==> src/rtl/object_centroid_if.sv <==
// object_centroid_if: pixel stream in, centroid result out.
interface object_centroid_if #(
   parameter int COLOR_WIDTH = 10,
   parameter int DISP_WIDTH  = 11
);
   logic                   pixel_valid;
   logic [COLOR_WIDTH-1:0] red;
   logic [COLOR_WIDTH-1:0] green;
   logic [COLOR_WIDTH-1:0] blue;
   logic [DISP_WIDTH-1:0]  x_pos;
   logic [DISP_WIDTH-1:0]  y_pos;
   logic                   frame_end;
   logic [DISP_WIDTH-1:0]  x_obj;
   logic [DISP_WIDTH-1:0]  y_obj;
   logic                   obj_found;
   logic                   obj_update;
   logic                   overrun;
   modport master (
      output pixel_valid, red, green, blue, x_pos, y_pos, frame_end,
      input  x_obj, y_obj, obj_found, obj_update, overrun
   );
   modport slave (
      input  pixel_valid, red, green, blue, x_pos, y_pos, frame_end,
      output x_obj, y_obj, obj_found, obj_update, overrun
   );
endinterface

==> src/rtl/object_centroid.sv <==
// object_centroid: per-frame colour-matched pixel centroid via parallel restoring dividers.
// Define OBJECT_CENTROID_HOLD_EN to keep the previous position when no object is found.
module object_centroid #(
   parameter int COLOR_WIDTH = 10,
   parameter int DISP_WIDTH  = 11,
   parameter int R_MIN       = 600,
   parameter int G_MAX       = 300,
   parameter int B_MAX       = 300,
   parameter int MIN_PIXELS  = 16
) (
   input logic clk,
   input logic reset,
   object_centroid_if.slave bus
);
   localparam int SW = 3 * DISP_WIDTH;
   localparam int CW = 2 * DISP_WIDTH;
   localparam int IW = $clog2(DISP_WIDTH);
`ifdef OBJECT_CENTROID_HOLD_EN
   localparam bit HOLD = 1'b1;
`else
   localparam bit HOLD = 1'b0;
`endif

   typedef enum logic [1:0] {IDLE, CHECK, DIVIDE, PUBLISH} state_t;

   state_t                state;
   logic [SW-1:0]         sum_x, sum_y, sum_x_n, sum_y_n, num_x, num_y, dsh;
   logic [CW-1:0]         cnt, cnt_n, div;
   logic [DISP_WIDTH-1:0] q_x, q_y, q_x_n, q_y_n, bit_m;
   logic [DISP_WIDTH-1:0] x_obj, y_obj;
   logic [IW-1:0]         idx;
   logic                  match, fx, fy, obj_found, obj_update, overrun;

   always_comb begin
      match = bus.pixel_valid && (bus.red > COLOR_WIDTH'(R_MIN)) &&
              (bus.green < COLOR_WIDTH'(G_MAX)) && (bus.blue < COLOR_WIDTH'(B_MAX));
      sum_x_n = sum_x + (match ? SW'(bus.x_pos) : '0);
      sum_y_n = sum_y + (match ? SW'(bus.y_pos) : '0);
      cnt_n   = cnt + CW'(match);
      dsh     = SW'(div) << idx;
      fx      = num_x >= dsh;
      fy      = num_y >= dsh;
      bit_m   = DISP_WIDTH'(1) << idx;
      q_x_n   = fx ? (q_x | bit_m) : q_x;
      q_y_n   = fy ? (q_y | bit_m) : q_y;
   end

   always_ff @(posedge clk) begin
      if (reset) begin
         state      <= IDLE;
         sum_x      <= '0;
         sum_y      <= '0;
         cnt        <= '0;
         num_x      <= '0;
         num_y      <= '0;
         div        <= '0;
         q_x        <= '0;
         q_y        <= '0;
         idx        <= '0;
         x_obj      <= '0;
         y_obj      <= '0;
         obj_found  <= 1'b0;
         obj_update <= 1'b0;
         overrun    <= 1'b0;
      end else begin
         // accumulators restart on every frame_end, whether the frame is kept or dropped
         sum_x      <= bus.frame_end ? '0 : sum_x_n;
         sum_y      <= bus.frame_end ? '0 : sum_y_n;
         cnt        <= bus.frame_end ? '0 : cnt_n;
         obj_update <= 1'b0;
         if (bus.frame_end && state != IDLE) overrun <= 1'b1;
         case (state)
            IDLE: if (bus.frame_end) begin
               num_x <= sum_x_n;
               num_y <= sum_y_n;
               div   <= cnt_n;
               state <= CHECK;
            end
            CHECK: if (div < CW'(MIN_PIXELS)) begin
               x_obj      <= HOLD ? x_obj : '0;
               y_obj      <= HOLD ? y_obj : '0;
               obj_found  <= 1'b0;
               obj_update <= 1'b1;
               state      <= PUBLISH;
            end else begin
               q_x   <= '0;
               q_y   <= '0;
               idx   <= IW'(DISP_WIDTH - 1);
               state <= DIVIDE;
            end
            DIVIDE: begin
               num_x <= fx ? num_x - dsh : num_x;
               num_y <= fy ? num_y - dsh : num_y;
               q_x   <= q_x_n;
               q_y   <= q_y_n;
               idx   <= idx - IW'(1);
               if (idx == '0) begin
                  x_obj      <= q_x_n;
                  y_obj      <= q_y_n;
                  obj_found  <= 1'b1;
                  obj_update <= 1'b1;
                  state      <= PUBLISH;
               end
            end
            default: state <= IDLE;
         endcase
      end
   end

   assign bus.x_obj      = x_obj;
   assign bus.y_obj      = y_obj;
   assign bus.obj_found  = obj_found;
   assign bus.obj_update = obj_update;
   assign bus.overrun    = overrun;
endmodule
==> src/flat_wrapper.sv <==
// flat-port wrapper written by rule: the top's interface ports become plain ports
module object_centroid_flat 
#(
   parameter int COLOR_WIDTH = 10,
   parameter int DISP_WIDTH  = 11,
   parameter int R_MIN       = 600,
   parameter int G_MAX       = 300,
   parameter int B_MAX       = 300,
   parameter int MIN_PIXELS  = 16
)
  (clk, reset, bus_pixel_valid, bus_red, bus_green, bus_blue, bus_x_pos, bus_y_pos, bus_frame_end, bus_x_obj, bus_y_obj, bus_obj_found, bus_obj_update, bus_overrun);
  object_centroid_if #(.COLOR_WIDTH(COLOR_WIDTH), .DISP_WIDTH(DISP_WIDTH)) bus_i ();
  input logic clk;
  input logic reset;
  input wire logic [$bits(bus_i.pixel_valid)-1:0] bus_pixel_valid;
  input wire logic [$bits(bus_i.red)-1:0] bus_red;
  input wire logic [$bits(bus_i.green)-1:0] bus_green;
  input wire logic [$bits(bus_i.blue)-1:0] bus_blue;
  input wire logic [$bits(bus_i.x_pos)-1:0] bus_x_pos;
  input wire logic [$bits(bus_i.y_pos)-1:0] bus_y_pos;
  input wire logic [$bits(bus_i.frame_end)-1:0] bus_frame_end;
  output wire logic [$bits(bus_i.x_obj)-1:0] bus_x_obj;
  output wire logic [$bits(bus_i.y_obj)-1:0] bus_y_obj;
  output wire logic [$bits(bus_i.obj_found)-1:0] bus_obj_found;
  output wire logic [$bits(bus_i.obj_update)-1:0] bus_obj_update;
  output wire logic [$bits(bus_i.overrun)-1:0] bus_overrun;
  assign bus_i.pixel_valid = bus_pixel_valid;
  assign bus_i.red = bus_red;
  assign bus_i.green = bus_green;
  assign bus_i.blue = bus_blue;
  assign bus_i.x_pos = bus_x_pos;
  assign bus_i.y_pos = bus_y_pos;
  assign bus_i.frame_end = bus_frame_end;
  assign bus_x_obj = bus_i.x_obj;
  assign bus_y_obj = bus_i.y_obj;
  assign bus_obj_found = bus_i.obj_found;
  assign bus_obj_update = bus_i.obj_update;
  assign bus_overrun = bus_i.overrun;
  object_centroid #(.COLOR_WIDTH(COLOR_WIDTH), .DISP_WIDTH(DISP_WIDTH), .R_MIN(R_MIN), .G_MAX(G_MAX), .B_MAX(B_MAX), .MIN_PIXELS(MIN_PIXELS)) u_core (.clk(clk), .reset(reset), .bus(bus_i));
endmodule
==> config.mk <==
export PLATFORM = sky130hd
export DESIGN_NAME = object_centroid_flat
export DESIGN_NICKNAME = d
export VERILOG_FILES = /design/src/rtl/object_centroid_if.sv /design/src/rtl/object_centroid.sv /design/src/flat_wrapper.sv
export SDC_FILE = /design/constraint.sdc
export NUM_CORES = 1
export LEC_CHECK = 0
export ABC_AREA = 1
export CAP_MARGIN = 30
export CORE_MARGIN = 4
export CORE_UTILIZATION = 60
export CTS_BUF_LIST = sky130_fd_sc_hd__clkbuf_16
export CTS_CLUSTER_SIZE = 28
export DETAILED_ROUTE_END_ITERATION = 7
export PLACE_DENSITY = 0.85
export REMOVE_ABC_BUFFERS = 1
export SYNTH_ARGS = -nofsm -noshare
export SYNTH_HDL_FRONTEND = slang
export SYNTH_SLANG_ARGS = --single-unit
==> constraint.sdc <==
create_clock -name clk -period 7.6 [get_ports clk]
set_input_delay 1.52 -clock clk [delete_from_list [all_inputs] [get_ports clk]]
set_output_delay 1.52 -clock clk [all_outputs]
set_load 0.02 [all_outputs]
* Word level (Yosys, flattened, before mapping) *
Cells that the tools add are included.

storage, ports and cells
  input bits = 56
  logic and storage cells = 85
  output and inout bits = 25
  bits in registers = 229

cells by class
  reductions and logical operators = 16
  mux-type cells = 30
  shift operators = 2
  order comparisons = 6
  bitwise gates (word level) = 2
  add/sub/neg operators = 6
  equality and inequality tests = 8

operators by type and width
  cell                    count
  $mux W33                4
  $pmux W33 S2            2
  $mux W11                8
  $pmux W11 S2            4
  $add A33 B33 Y33        2
  $ge A33 B33 Y1          2
  $sub A33 B33 Y33        2
  $shl A22 B4 Y33         1
  $add A22 B1 Y22         1
  $lt A22 B5 Y1 const B   1
  $or A11 B11 Y11         2
  $lt A10 B9 Y1 const B   2
  $shl A1 B4 Y11 const A  1
  $gt A10 B10 Y1 const B  1
  $reduce_and A3 Y1       3
  $ne A2 B1 Y1 const B    4
  $pmux W4 S2             1
  $pmux W2 S3             1
  $reduce_and A2 Y1       3
  $reduce_bool A2 Y1      3
  $mux W1                 5
  $logic_and A1 B1 Y1     4
  $logic_not A4 Y1        1
  $mux W2                 2
  other kinds (8)         10

* Longest topological paths before layout *
  depth after elaboration = 8
  gate-level depth with buffers = 28
  mapped depth without buffers = 25

* Worst setup path before layout *
OpenSTA, ideal clock, no wires.

  path kind = input to register
  start = input port bus_red[1]
  end = register u_core.num_y[14]
  arrival = 4.092 ns
  slack = 3.392 ns
  setup time = 0.116 ns
  stages on the path = 19
  path buffers = 1
  data required time = 7.484 ns
  cell sequence = nor3_1 o21bai_1 nand2_1 a31o_2 clkbuf_1 nor2_1 ha_1 fa_1 nand3_1 nand3_1 nand2_1 nand2_1 nand3_1 nand2_1 or2_2 nand3_1 nand2_1 o21ai_0 nor2_1

between the ends
  word-level cells in the longest chain between the ends = 8

ends and longest elaborated chain
  what                               RTL line               source
  start, declared                    flat_wrapper.sv:16     input wire logic [$bits(bus_i.red)-1:0] bus_red;
  $gt A10 B10 Y1                     object_centroid.sv:35  match = bus.pixel_valid && (bus.red > COLOR_WIDTH'(R_MIN)) &&
  $logic_and A1 B1 Y1 (2 in series)  object_centroid.sv:35
  $logic_and A1 B1 Y1                object_centroid.sv:36  (bus.green < COLOR_WIDTH'(G_MAX)) && (bus.blue < COLOR_WIDTH'(B_MAX));
  $mux W11                           object_centroid.sv:38  sum_y_n = sum_y + (match ? SW'(bus.y_pos) : '0);
  $add A33 B33 Y33                   object_centroid.sv:38
  $mux W33                           object_centroid.sv:73  IDLE: if (bus.frame_end) begin
  $pmux W33 S2                       object_centroid.sv:72  case (state)
  end signal, assigned               object_centroid.sv:75  num_y <= sum_y_n;
  end signal, assigned               object_centroid.sv:93  num_y <= fy ? num_y - dsh : num_y;
  end, declared                      object_centroid.sv:27  logic [SW-1:0] sum_x, sum_y, sum_x_n, sum_y_n, num_x, num_y, dsh;

Every way passes these cells. The select of a mux whose other input is x is not followed.
A chain may end at the register's enable or synchronous reset.

* Worst setup path in the final report *
  start = register u_core.idx[1]
  end = register u_core.num_x[18]

between the ends
  word-level cells in the longest chain between the ends = 4
  elaborated cells between the ends (all ways) = 7
  classes of those cells = add/sub: 1; order compare: 1; eq/ne: 1; shift: 1; mux: 2; reduce/logical: 1

ends and longest elaborated chain
  what                                                       RTL line                                      source
  start, declared                                            object_centroid.sv:31                         logic [IW-1:0] idx;
  start signal, assigned                                     object_centroid.sv:88                         idx <= IW'(DISP_WIDTH - 1);
  start signal, assigned                                     object_centroid.sv:96                         idx <= idx - IW'(1);
  $shl A22 B4 Y33 (*)                                        object_centroid.sv:40                         dsh = SW'(div) << idx;
  $sub A33 B33 Y33 / $ge A33 B33 Y1 (equally long branches)  object_centroid.sv:92, object_centroid.sv:41
  $mux W33 / $ne A2 B1 Y1 (equally long branches)            -
  $pmux W33 S2 / $reduce_and A3 Y1 (equally long branches)   -
  end signal, assigned                                       object_centroid.sv:74                         num_x <= sum_x_n;
  end signal, assigned                                       object_centroid.sv:92                         num_x <= fx ? num_x - dsh : num_x;
  end, declared                                              object_centroid.sv:27

Mark *: on every way between the ends. The rest lies on a longest branch, timed or not. The select of a mux whose other input is x is not followed.

==> results.sh <==
export IMPL_synth_edf_count=0
export IMPL_antenna_found_initial=0
export IMPL_rows=63
export IMPL_max_cap_violations=0
export IMPL_io_buffer_count=76
export IMPL_drive_gt1_frac=0.0432
export IMPL_hold_path_cell_count=2
export IMPL_setup_viol=0
export IMPL_slew_violations=0
export IMPL_rr_startpoint="u_core.idx[1]"
export IMPL_h_tree_depth=1
export IMPL_cts_buffers=27
export IMPL_final_nets=3307
export IMPL_hold_class="reg -> reg"
export IMPL_clk_path_buf_depth=3
export IMPL_insertedDiodeCount=0
export IMPL_coreArea_um2=29800
export IMPL_tightestPinTransition_ps=926
export IMPL_synth_cell_types=50
export IMPL_min_to="u_core.bus.x_obj[9]"
export IMPL_ir_drop_mv=0.283
export IMPL_routedWlPerCell_um=15.7
export IMPL_cts_root_buf="clkbuf_16"
export IMPL_ctsResizeCount=0
export IMPL_synth_most_common_cell="nand2_1"
export IMPL_drc_errors=0
export IMPL_power_mw=9.38
export IMPL_synth_top_area_cell="dfxtp_1"
export IMPL_cts_sinks=229
export IMPL_path_max_fanout=34
export IMPL_synthFlopType="dfxtp_1"
export IMPL_clkLatencyLatePin_ps=560
export IMPL_critPathCaptureType="register"
export IMPL_path_class="reg -> reg"
export IMPL_globalplace_congestion=0.992
export IMPL_finish_utilization=0.674
export IMPL_timing_fmax_mhz=194
export IMPL_overflow=0
export IMPL_ys_seq_area_frac=0.252
export IMPL_pwr_density_cell_nw_per_um2=467
export IMPL_die_area_um2=33200
export IMPL_tritoncts="built"
export IMPL_fin_crit_ps=5160
export IMPL_slew_headroom=0.383
export IMPL_synthToLayoutAreaGrowth_pct=10.3
export IMPL_grt_max_degree=77
export IMPL_yosysWarnings=0
export IMPL_firstDrtPassIters=6
export IMPL_min_period_over_period=0.679
export IMPL_synth_seq_cells=229
export IMPL_dpl_hpwl_mm=43.3
export IMPL_cp_data_arrival_time_ps=5610
export IMPL_fill_cells=2757
export IMPL_die_y_um=182
export IMPL_clk_pin_slew_ps=60
export IMPL_p_leak_nw=10.1
export IMPL_hold_violations=0
export IMPL_status="finished clean"
export IMPL_synth_area_per_cell_um2=5.84
export IMPL_place_ws_ps=2340
export IMPL_drt_iter0_markers=1584
export IMPL_ys_async_sr_fraction=0
export IMPL_die_x_um=182
export IMPL_synth_area_leaders="dfxtp_1, nand2_1, inv_1"
export IMPL_reg2regPathDepth=18
export IMPL_min_from="u_core.bus.x_obj[9]"
export IMPL_finalWirelength_mm=55.9
export IMPL_rsz0062_at_grt="false"
export IMPL_tns_ps=0
export IMPL_cp_required_ps=8050
export IMPL_ctsHoldBuffers=0
export IMPL_grtUsageTotal=0.329
export IMPL_skew_ps=14.4
export IMPL_viasPerCell=5.48
export IMPL_postLayoutSetupSlackWorst_ps=2440
export IMPL_syn_inst=3119
export IMPL_post_cts_buffers=0
export IMPL_io_pins=81
export IMPL_worstSetupStartpointType="register"
export IMPL_ant_nets=0
export IMPL_syn_area_um2=18200
export IMPL_start_util=0.611
export IMPL_synth_top_area_share=0.252
export IMPL_vias=19500
export IMPL_synth_commonest_cells="nand2_1, inv_1, nor2_1, dfxtp_1, nand3_1"
export IMPL_timing_rr_end="u_core.num_x[18]"
export IMPL_grt_pass1_wl_mm=90.6
export IMPL_grt_pass1_vias=18600
export IMPL_rrSetupSlack_ps=2440
## sequential cells by signal (all words and copies together), names as in the netlist, 11 cells and up
signal / flops
u_core.num_x: 33
u_core.sum_y: 33
u_core.bus.x_obj: 11
u_core.bus.y_obj: 11
u_core.q_y: 11
u_core.q_x: 11
u_core.cnt: 22
u_core.div: 22
u_core.sum_x: 33
u_core.num_y: 33
## layout by cell type, fill, tap and decap left out, types with 7 or more instances in the layout
cell	n
clkdlybuf4s50_1	75
o21ai_2	9
dfxtp_1	229
nand4_1	36
nor3_1	31
a21oi_1	182
mux2i_1	19
and2_1	10
buf_4	7
xor2_1	34
nand2_2	13
inv_2	7
nand2_1	1069
a22oi_1	8
o21ai_0	144
clkbuf_16	27
o21bai_1	10
inv_1	490
nand3_1	192
and3_1	11
nand3b_1	23
or2_2	24
nor2_1	314
nor2_2	7
ha_1	98
a21oi_2	11
xnor2_1	23
## routing by layer
layer  share of wire  routed length (um)  vias up  GRT usage
met5               0                   0        -          0
met4           0.054                3040        0      0.157
met3           0.068                3820      178     0.0375
met2            0.47               26100      701      0.570
met1            0.41               23000     8787      0.408
li1                -                   -     9825          -
## metrics by stage
step                      std cells  hold WS (ps)  cell area [um^2]
after floorplan                3036           439             17800
after global placement         3509           450             19100
after detailed placement       3509           455             19100
after CTS                      3558           464             20100
after global routing           3558           480             20100
final                          3558           463             20100
## critical path, cell delays in order (launching register included)
cell,delay [ps]
dfxtp_1,780
inv_1,580
o21ai_0,400
mux2i_1,210
a22oi_1,540
ha_1,320
nand2_1,120
nor3_1,210
nand2_1,120
nor2_1,230
nand2_1,90
nor2_1,210
nor2_1,120
nand3_2,110
nand2_4,260
inv_4,420
nand2_1,130
nand2_1,90
nor2_1,50
## kinds of logic (layout without fill, tap and decap cells)
logic type                 after synthesis  count (layout)  share of synthesized area
and+or+nand+nor                       1746            1746                      0.399
muxes                                   19              19                     0.0104
xor gates and xnor gates                57              57                     0.0274
DFF                                    229             229                      0.252
adders and majority gates              103             103                     0.0724
AOI/OAI and AO/OA                      383             383                      0.115
buffers and inverters                  582             631                      0.124
## worst max path at each step
| stage | end | startpoint | cells after the start |
|---|---|---|---|
| 2_1_floorplan | u_core.num_y[11] | u_core.idx[0] | 21 |
| 3_3_place_gp | u_core.num_y[14] | bus_red[1] | 19 |
| 3_5_place_dp | u_core.num_y[14] | bus_red[0] | 19 |
| 4_1_cts | u_core.num_x[18] | u_core.idx[1] | 18 |
| 5_1_grt | u_core.num_x[31] | u_core.idx[1] | 19 |
| 6_report | u_core.num_x[18] | u_core.idx[1] | 18 |
## cell type report
| type | instances | area [um^2] | area share |
|---|---|---|---|
| Clock buffer | 27 | 676 | 0.0336 |
| Inverter | 499 | 1880 | 0.0934 |
| Tap cell | 390 | 488 | 0.0243 |
| Timing Repair Buffer | 83 | 808 | 0.0402 |
| Multi-Input combinational cell | 2308 | 11400 | 0.566 |
| Sequential cell | 229 | 4580 | 0.228 |
| Clock inverter | 22 | 285 | 0.0142 |
## report_power, final
part	leakage, nW	internal [mW]	switching [mW]
clock network	0.460	0.857	0.571
registers	1.86	1.36	0.143
logic	7.82	1.93	4.52
Note: power is estimated with default switching activity, not from simulation.
